==> src/rtl/universal_shift_reg.sv <==
// universal_shift_reg: WIDTH-bit clock-enabled register with complementary outputs.
// Supports hold, parallel load, single-step shift left/right and a multi-cycle
// shift-by-N engine (IDLE/SHIFT FSM) that reports completion with a done pulse.
// Build option: define SHIFT_ROTATE_EN to make every shift a rotate; the serial
// inputs are then unused.
module universal_shift_reg #(
  parameter int WIDTH = 8,
  parameter int CNT_W = 4,
  parameter logic [WIDTH-1:0] RESET_VAL = '0
) (
  input  logic             clock,
  input  logic             reset,
  input  logic             enable,
  input  logic [1:0]       mode,
  input  logic [WIDTH-1:0] d,
  input  logic             ser_in_l,
  input  logic             ser_in_r,
  input  logic             start,
  input  logic [CNT_W-1:0] amount,
  output logic [WIDTH-1:0] q,
  output logic [WIDTH-1:0] q_n,
  output logic             busy,
  output logic             done
);

  typedef enum logic {
    IDLE  = 1'b0,
    SHIFT = 1'b1
  } state_t;

  localparam logic [1:0] MODE_HOLD  = 2'b00;
  localparam logic [1:0] MODE_LOAD  = 2'b01;
  localparam logic [1:0] MODE_LEFT  = 2'b10;
  localparam logic [1:0] MODE_RIGHT = 2'b11;

  state_t           stateReg, stateNext;
  logic [CNT_W-1:0] remainingReg, remainingNext;
  logic             dirRightReg, dirRightNext;
  logic [WIDTH-1:0] qReg, qNext;
  logic [WIDTH-1:0] qNReg;
  logic             doneReg, doneNext;

  // Candidate next values for a one-position shift in each direction.
  logic [WIDTH-1:0] leftVec;
  logic [WIDTH-1:0] rightVec;
  logic             leftFill;
  logic             rightFill;

`ifdef SHIFT_ROTATE_EN
  // Rotate: the bit falling off one end re-enters at the other.
  assign leftFill  = qReg[WIDTH-1];
  assign rightFill = qReg[0];
`else
  // Plain shift: the vacated end is filled from the matching serial input.
  assign leftFill  = ser_in_r;
  assign rightFill = ser_in_l;
`endif

  genvar gi;
  generate
    for (gi = 1; gi < WIDTH; gi++) begin : gen_shift_bits
      assign leftVec[gi]    = qReg[gi-1];
      assign rightVec[gi-1] = qReg[gi];
    end
  endgenerate

  assign leftVec[0]        = leftFill;
  assign rightVec[WIDTH-1] = rightFill;

  // Next-state, next-data and done-pulse decode; enable low freezes everything.
  always_comb begin
    stateNext     = stateReg;
    remainingNext = remainingReg;
    dirRightNext  = dirRightReg;
    qNext         = qReg;
    doneNext      = 1'b0;
    if (enable) begin
      case (stateReg)
        IDLE: begin
          if (start && mode[1]) begin
            // Multi-cycle request: latch direction, q untouched on this edge.
            dirRightNext = mode[0];
            if (amount != '0) begin
              remainingNext = amount;
              stateNext     = SHIFT;
            end else begin
              doneNext = 1'b1;
            end
          end else begin
            case (mode)
              MODE_HOLD:  qNext = qReg;
              MODE_LOAD:  qNext = d;
              MODE_LEFT:  qNext = leftVec;
              MODE_RIGHT: qNext = rightVec;
              default:    qNext = qReg;
            endcase
          end
        end
        SHIFT: begin
          qNext         = dirRightReg ? rightVec : leftVec;
          remainingNext = remainingReg - 1'b1;
          if (remainingReg == {{(CNT_W-1){1'b0}}, 1'b1}) begin
            stateNext = IDLE;
            doneNext  = 1'b1;
          end
        end
        default: stateNext = IDLE;
      endcase
    end
  end

  // State and output registers; reset aborts any shift in progress without a done pulse.
  always_ff @(posedge clock) begin
    if (reset) begin
      stateReg     <= IDLE;
      remainingReg <= '0;
      dirRightReg  <= 1'b0;
      qReg         <= RESET_VAL;
      qNReg        <= ~RESET_VAL;
      doneReg      <= 1'b0;
    end else begin
      stateReg     <= stateNext;
      remainingReg <= remainingNext;
      dirRightReg  <= dirRightNext;
      qReg         <= qNext;
      qNReg        <= ~qNext;
      doneReg      <= doneNext;
    end
  end

  assign q    = qReg;
  assign q_n  = qNReg;
  assign busy = (stateReg == SHIFT);
  assign done = doneReg;

endmodule
==> config.mk <==
export PLATFORM = sky130hd
export DESIGN_NAME = universal_shift_reg
export DESIGN_NICKNAME = d
export VERILOG_FILES = /design/src/rtl/universal_shift_reg.sv
export SDC_FILE = /design/constraint.sdc
export NUM_CORES = 1
export LEC_CHECK = 0
export ABC_AREA = 1
export BUFFER_PORTS_ARGS = -buffer_cell sky130_fd_sc_hd__buf_2
export CAP_MARGIN = 10
export CELL_PAD_IN_SITES_DETAIL_PLACEMENT = 1
export CELL_PAD_IN_SITES_GLOBAL_PLACEMENT = 1
export CORE_MARGIN = 2
export CORE_UTILIZATION = 31
export DETAILED_ROUTE_END_ITERATION = 7
export MAX_ROUTING_LAYER = met4
export PLACE_DENSITY_LB_ADDON = 0.1
export SYNTH_ARGS = -nofsm -noshare
export SYNTH_HDL_FRONTEND = slang
export SYNTH_SLANG_ARGS = --single-unit
==> constraint.sdc <==
create_clock -name clock -period 1.3 [get_ports clock]
set_clock_uncertainty 0.2 [all_clocks]
set_input_delay 0.39 -clock clock [delete_from_list [all_inputs] [get_ports clock]]
set_output_delay 0.39 -clock clock [all_outputs]
set_load 0.03 [all_outputs]
==> results.py, run 1 <==
metrics = {
    "finish": {
        "fin_nets": 301,
        "post-route-util_pct": 51.65,
        "diodes": 0,
        "fin_cells": 328,
        "drive_gt1_share_pct": 45.32,
        "syn_to_final_growth_pct": 57.28,
    },
    "synthesis": {
        "ys.flop_type": "dfxtp_1",
        "synth_top_family_by_area": "simple AND/OR/NAND/NOR gates",
        "synth_nets": 230,
        "yosys_warnings": 0,
        "yosysTopAreaCell": "dfxtp_1",
        "synth_top_area_share_pct": 34.55,
        "synthXorXnorAreaFrac_pct": 0,
        "synth_most_common_cell": "nand2_1",
        "yosys.area_share.simple_pct": 41.88,
        "synth_edf_count": 0,
        "synth.mux.area_fraction_pct": 0,
        "ys_seq_elements": 23,
        "synth_compound_area_share_pct": 9.859,
        "ys_types": 24,
        "synthAdderAreaFrac_pct": 1.878,
        "synth_cells": 208,
        "seq_area_frac_synth_pct": 34.55,
        "syn_area_per_cell_um2": 6.406,
        "yosys-top-cells-count": "78 x nand2_1, 23 x dfxtp_1, 20 x nand3_1, 19 x inv_1",
        "ys_top_cells_by_area": "dfxtp_1 35%, nand2_1 22%, nand3_1 7.5%",
        "async_reset_ff_share_pct": 0,
        "syn_area_um2": 1333,
    },
    "sta": {
        "rsz0062_at_grt": "true",
        "slew_headroom_pct": 80.11,
        "fmax_mhz": 710.8,
        "holdWs_ps": 244.9,
        "finalWorstSetupSlack_ps": -106.8,
        "worst_pin_slew_ps": 297.2,
        "hold_viol": 0,
        "setup_viol": 35,
        "post-route-period-util_pct": 108.2,
        "drv_slew": 0,
        "period_minus_slack_ps": 1407,
    },
    "power": {
        "power_frac_comb_pct": 29.1,
        "clkPwrFrac_pct": 26.3,
        "p_sw_share_pct": 31.53,
        "internal_power_w": 0.001163,
        "ir_drop_uv": 464.2,
        "power.switching_w": 0.0005355,
        "powerDensity_nw_per_um2": 810.3,
        "seq_power_share_pct": 44.6,
        "leakage_nw": 1.049,
    },
    "drt": {
        "drt_iter0_drc": 56,
        "viasPerCell": 4.835,
        "vias": 1586,
        "drtPass1Iterations": 4,
        "wire_per_inst_um": 14.18,
        "drcViolationCount": 0,
        "ant_nets": 0,
        "wl_mm": 4.652,
    },
    "global_route": {
        "grt_max_degree": 14,
        "grt_pass1_wl_mm": 7.672,
        "grt_pass1_vias": 1646,
        "gr-total-overflow": 0,
        "antenna_found_initial": 0,
        "grt_use_total_pct": 20.14,
    },
    "clocking": {
        "cts_inserted_buffers": 3,
        "cts_root_buf": "clkbuf_8",
        "clkSinkCount": 23,
        "ctsHoldBuffers": 0,
        "cts_max_level": 1,
        "cts_tree": "done",
        "path_clk_slew_ps": 80,
        "clockBufferDepth": 2,
        "insertion_delay_ps": 260,
    },
    "worst_setup_path": {
        "critPathMaxFanout": 3,
        "worst-endpoint-arrival_ps": 820,
        "critPathRequiredTime_ps": 710,
        "worstSetupPathType": "flop to output pin",
        "critPathBufInv": 1,
        "end_kind": "output pin",
        "cp_cell_sequence": "buf_6",
        "slowest_stage": "dfxtp_4",
        "cpLargestDelayFamily": "flip-flops",
        "start_kind": "flop",
        "max_stage_delay_ps": 410,
    },
    "placed_design": {
        "place_congestion": 0.7873,
        "portBuffers": 37,
        "dp_hpwl_mm": 3.225,
        "dp_slack_ps": -327.7,
        "dp.cells": 315,
    },
    "floorplanning": {
        "die_x_um": 69.56,
        "fp.dieArea_um2": 4839,
        "rows": 23,
        "start_util_pct": 32.84,
        "fp.dieH_um": 69.56,
        "io_pins": 38,
        "coreArea_um2": 4058,
    },
    "status": {
        "status": "complete, but fails checks",
        "violations": "negative setup slack",
    },
    "flow_run": {
        "cap_violations": 0,
    },
    "worst_hold_path": {
        "hold_class": "input port to flop",
    },
}
==> layer usage <==
layer / wire [µm] / track usage (%)
met3: 146 / 2.180
met5: 0 / -
met1: 2162 / 25.80
met4: 69 / 3.922
met2: 2275 / 34.51
==> per-stage QoR <==
step / power, W / TNS, ps / instance area, µm²
floorplan: 0.001028 / -778.5 / 1376
global placement: 0.001182 / -5439 / 1768
detailed placement: 0.001188 / -5763 / 1768
CTS: 0.001690 / -947.5 / 2053
global route: 0.001802 / -3032 / 2096
finish: 0.001698 / -1058 / 2096
==> worst paths after layout <==
kind / startpoint / endpoint / slack, ps / depth (start not counted)
worst min-delay path: reset / flop / 240 / 3
worst min register to register: remainingReg[3] / remainingReg[3] / 380 / 4
worst max register to register: busy / flop / -70 / 6
worst max-delay path: busy / busy / -110 / 1
==> power by group through the flow <==
stage	registers [W]	clock network (W)	logic (W)
2_1_floorplan	0.000816	0	0.000212
3_5_place_dp	0.000781	0	0.000407
4_1_cts	0.000757	0.000461	0.000473
3_3_place_gp	0.000781	0	0.000401
5_1_grt	0.000763	0.000495	0.000545
6_report	0.000758	0.000446	0.000494
==> cell usage in the layout (no fill, tap or decap), types with 5 or more instances in the layout <==
master,instances
nand2_1,76
buf_4,33
nand3_1,19
buf_6,19
buf_2,18
inv_1,16
dfxtp_2,13
nor2_1,11
a21oi_1,9
inv_2,8
nand4_1,7
dfxtp_4,7
o21ai_0,5
==> cells by family after synthesis <==
kind of cell,Yosys count
flip-flops,23
AND/OR/NAND/NOR,126
AO/OA/AOI/OAI,24
adder cells (fa/ha/maj),2
buffers and inverters,33
==> what timing repair did <==
item	CTS	global route
pin swaps	2	3
gates cloned	0	1
buffers inserted	8	1
resized for setup	63	13
setup endpoints to repair	35	41
==> layout make-up <==
type                       instances  area [µm²]
fill                             555        1962
sequential                        23       503.0
timing repair buffer              72       591.8
clock inverter                     1       5.005
tap                               50       62.56
multi-input combinational        153       782.0
clock buffer                       3       41.29
inverter                          26       110.1
(Power assumes the default switching activity.)
==> inputs of run 2 (changes only) <==
CORE_ASPECT_RATIO = 0.5   (was not set)
==> run 2 against run 1 <==
Net effect:
- the flow still finishes with violations (negative setup slack)
- combinational power grew 3%
- worst setup slack better by 15 ps
- sequential share of layout area decreased by 0.64 points
- global-route usage down 0.54 points
- clock power grew 5.2%
- first-iteration DRC count shrank 7.1%
- final cell count increased by 1.5%
- hold slack got worse by 52 ps
- critical path type unchanged
==> results.py, run 2 (same netlist as run 1, synthesis figures left out) <==
metrics = {
    "status": {
        "status": "complete, but fails checks",
        "violations": "negative setup slack",
    },
    "worst_setup_path": {
        "max_stage_delay_ps": 390,
        "worst-endpoint-arrival_ps": 800,
        "cp_cell_sequence": "buf_6",
        "end_kind": "output pin",
        "critPathRequiredTime_ps": 710,
        "critPathBufInv": 1,
        "ff2ff_setup_slack_ps": -50,
        "slowest_stage": "dfxtp_4",
        "worstSetupPathType": "flop to output pin",
        "ff2ff_path_depth": 9,
        "cpLargestDelayFamily": "flip-flops",
        "start_kind": "flop",
        "critPathMaxFanout": 5,
        "r2r_start": "dirRightReg",
    },
    "sta": {
        "slew_headroom_pct": 78.16,
        "period_minus_slack_ps": 1392,
        "rsz0062_at_grt": "true",
        "fmax_mhz": 718.6,
        "setup_viol": 26,
        "hold_viol": 0,
        "finalWorstSetupSlack_ps": -91.65,
        "worst_pin_slew_ps": 326.3,
        "post-route-period-util_pct": 107.0,
        "drv_slew": 0,
    },
    "global_route": {
        "gr-total-overflow": 0,
        "grt_use_total_pct": 19.60,
        "antenna_found_initial": 0,
        "grt_pass1_wl_mm": 7.348,
        "grt_pass1_vias": 1575,
        "grt_max_degree": 13,
    },
    "worst_hold_path": {
        "hold_class": "input port to flop",
        "hold_depth": 3,
        "holdPathEnd": "busy",
        "hold_start": "reset",
    },
    "power": {
        "power_w": 0.001737,
        "seq_power_share_pct": 43.8,
        "internal_power_w": 0.001175,
        "power.switching_w": 0.0005620,
        "ir_drop_uv": 370.0,
        "leakage_nw": 1.054,
        "power_frac_comb_pct": 29.2,
        "p_sw_share_pct": 32.35,
        "clkPwrFrac_pct": 27.0,
        "powerDensity_nw_per_um2": 819.2,
    },
    "finish": {
        "mostFrequentLayoutCell": "nand2_1",
        "post-route-util_pct": 52.97,
        "syn_to_final_growth_pct": 59.15,
        "drive_gt1_share_pct": 48.39,
        "diodes": 0,
        "layout_common_cells": "67 x nand2_1, 33 x buf_4, 21 x buf_6, 19 x nand3_1, 18 x buf_2",
        "nFillCells": 529,
        "fin_nets": 302,
    },
    "clocking": {
        "cts_inserted_buffers": 3,
        "cts_max_level": 1,
        "clkSinkCount": 23,
        "clockBufferDepth": 2,
        "insertion_delay_ps": 270,
        "cts_root_buf": "clkbuf_8",
        "cts_tree": "done",
        "ctsHoldBuffers": 0,
        "path_clk_slew_ps": 90,
    },
    "drt": {
        "wl_mm": 4.692,
        "drt_iter0_drc": 52,
        "ant_nets": 0,
        "vias": 1589,
        "drcViolationCount": 0,
        "viasPerCell": 4.772,
        "drtPass1Iterations": 4,
        "wire_per_inst_um": 14.09,
    },
    "floorplanning": {
        "io_pins": 38,
        "fp.dieH_um": 50.36,
        "fp.dieArea_um2": 4871,
        "die_x_um": 96.72,
        "start_util_pct": 33.28,
        "coreArea_um2": 4004,
        "rows": 16,
    },
    "placed_design": {
        "dp_hpwl_mm": 3.496,
        "place_congestion": 0.8129,
        "portBuffers": 37,
    },
    "flow_run": {
        "cap_violations": 0,
    },
}
==> run 2: cell count changes in the layout (fill, tap and decap cells not counted), sizes merged <==
cell | previous run | this run
clkinv | 1 | 0
clkbuf | 3 | 5
==> run 2: metrics by stage <==
stage / area, µm² / std cells / setup WS, ps / hold slack, ps / setup TNS (ps)
floorplan: 1376 / 208 / -92.08 / 249.4 / -778.5
global placement: 1768 / 320 / -306.4 / 322.1 / -5265
detailed placement: 1768 / 320 / -322.2 / 331.7 / -5809
CTS: 2046 / 332 / -91.67 / 184.1 / -1157
global route: 2121 / 333 / -139.7 / 202.9 / -2496
finish: 2121 / 333 / -91.65 / 193.3 / -821.3
==> run 2: worst max path at each step <==
stage               cells past startpoint  slack [ps]      to
floorplan                              10         -90  q_n[6]
global route                            9        -140    flop
detailed placement                     10        -320    flop
finish                                  1         -90    q[1]
CTS                                     1         -90    q[1]
global placement                       10        -310    flop
==> run 2: power groups by stage <==
| stage | Clock (W) | Combinational (W) | Sequential (W) |
|---|---|---|---|
| finish | 0.000469 | 0.000508 | 0.000760 |
| global placement | 0 | 0.000401 | 0.000779 |
| detailed placement | 0 | 0.000407 | 0.000780 |
| CTS | 0.000489 | 0.000478 | 0.000759 |
| floorplan | 0 | 0.000212 | 0.000816 |
| global route | 0.000516 | 0.000550 | 0.000765 |
==> run 2: timing repair <==
item / in CTS / in global routing
gates cloned: 1 / 0
pin swaps: 5 / 8
buffers inserted: 7 / 1
setup endpoints to repair: 37 / 40
resized for setup: 62 / 24
==> run 2: per-layer routing <==
metal	GRT usage, %	part of all wire (%)	vias to the layer above
met1	25.23	49	729
met2	31.02	44	52
li1	-	-	802
met3	5.710	6.4	6
met4	4.225	1.3	0
met5	-	0	-
==> run 2: final cells by class <==
cell class	count	area (µm²)	area share, %
flip-flops and latches	23	495.5	23.36
inverters	26	110.1	5.192
clock buffers	4	45.04	2.124
multi-input cells	153	820.8	38.70
repair buffers	73	581.8	27.43
well taps	54	67.56	3.186
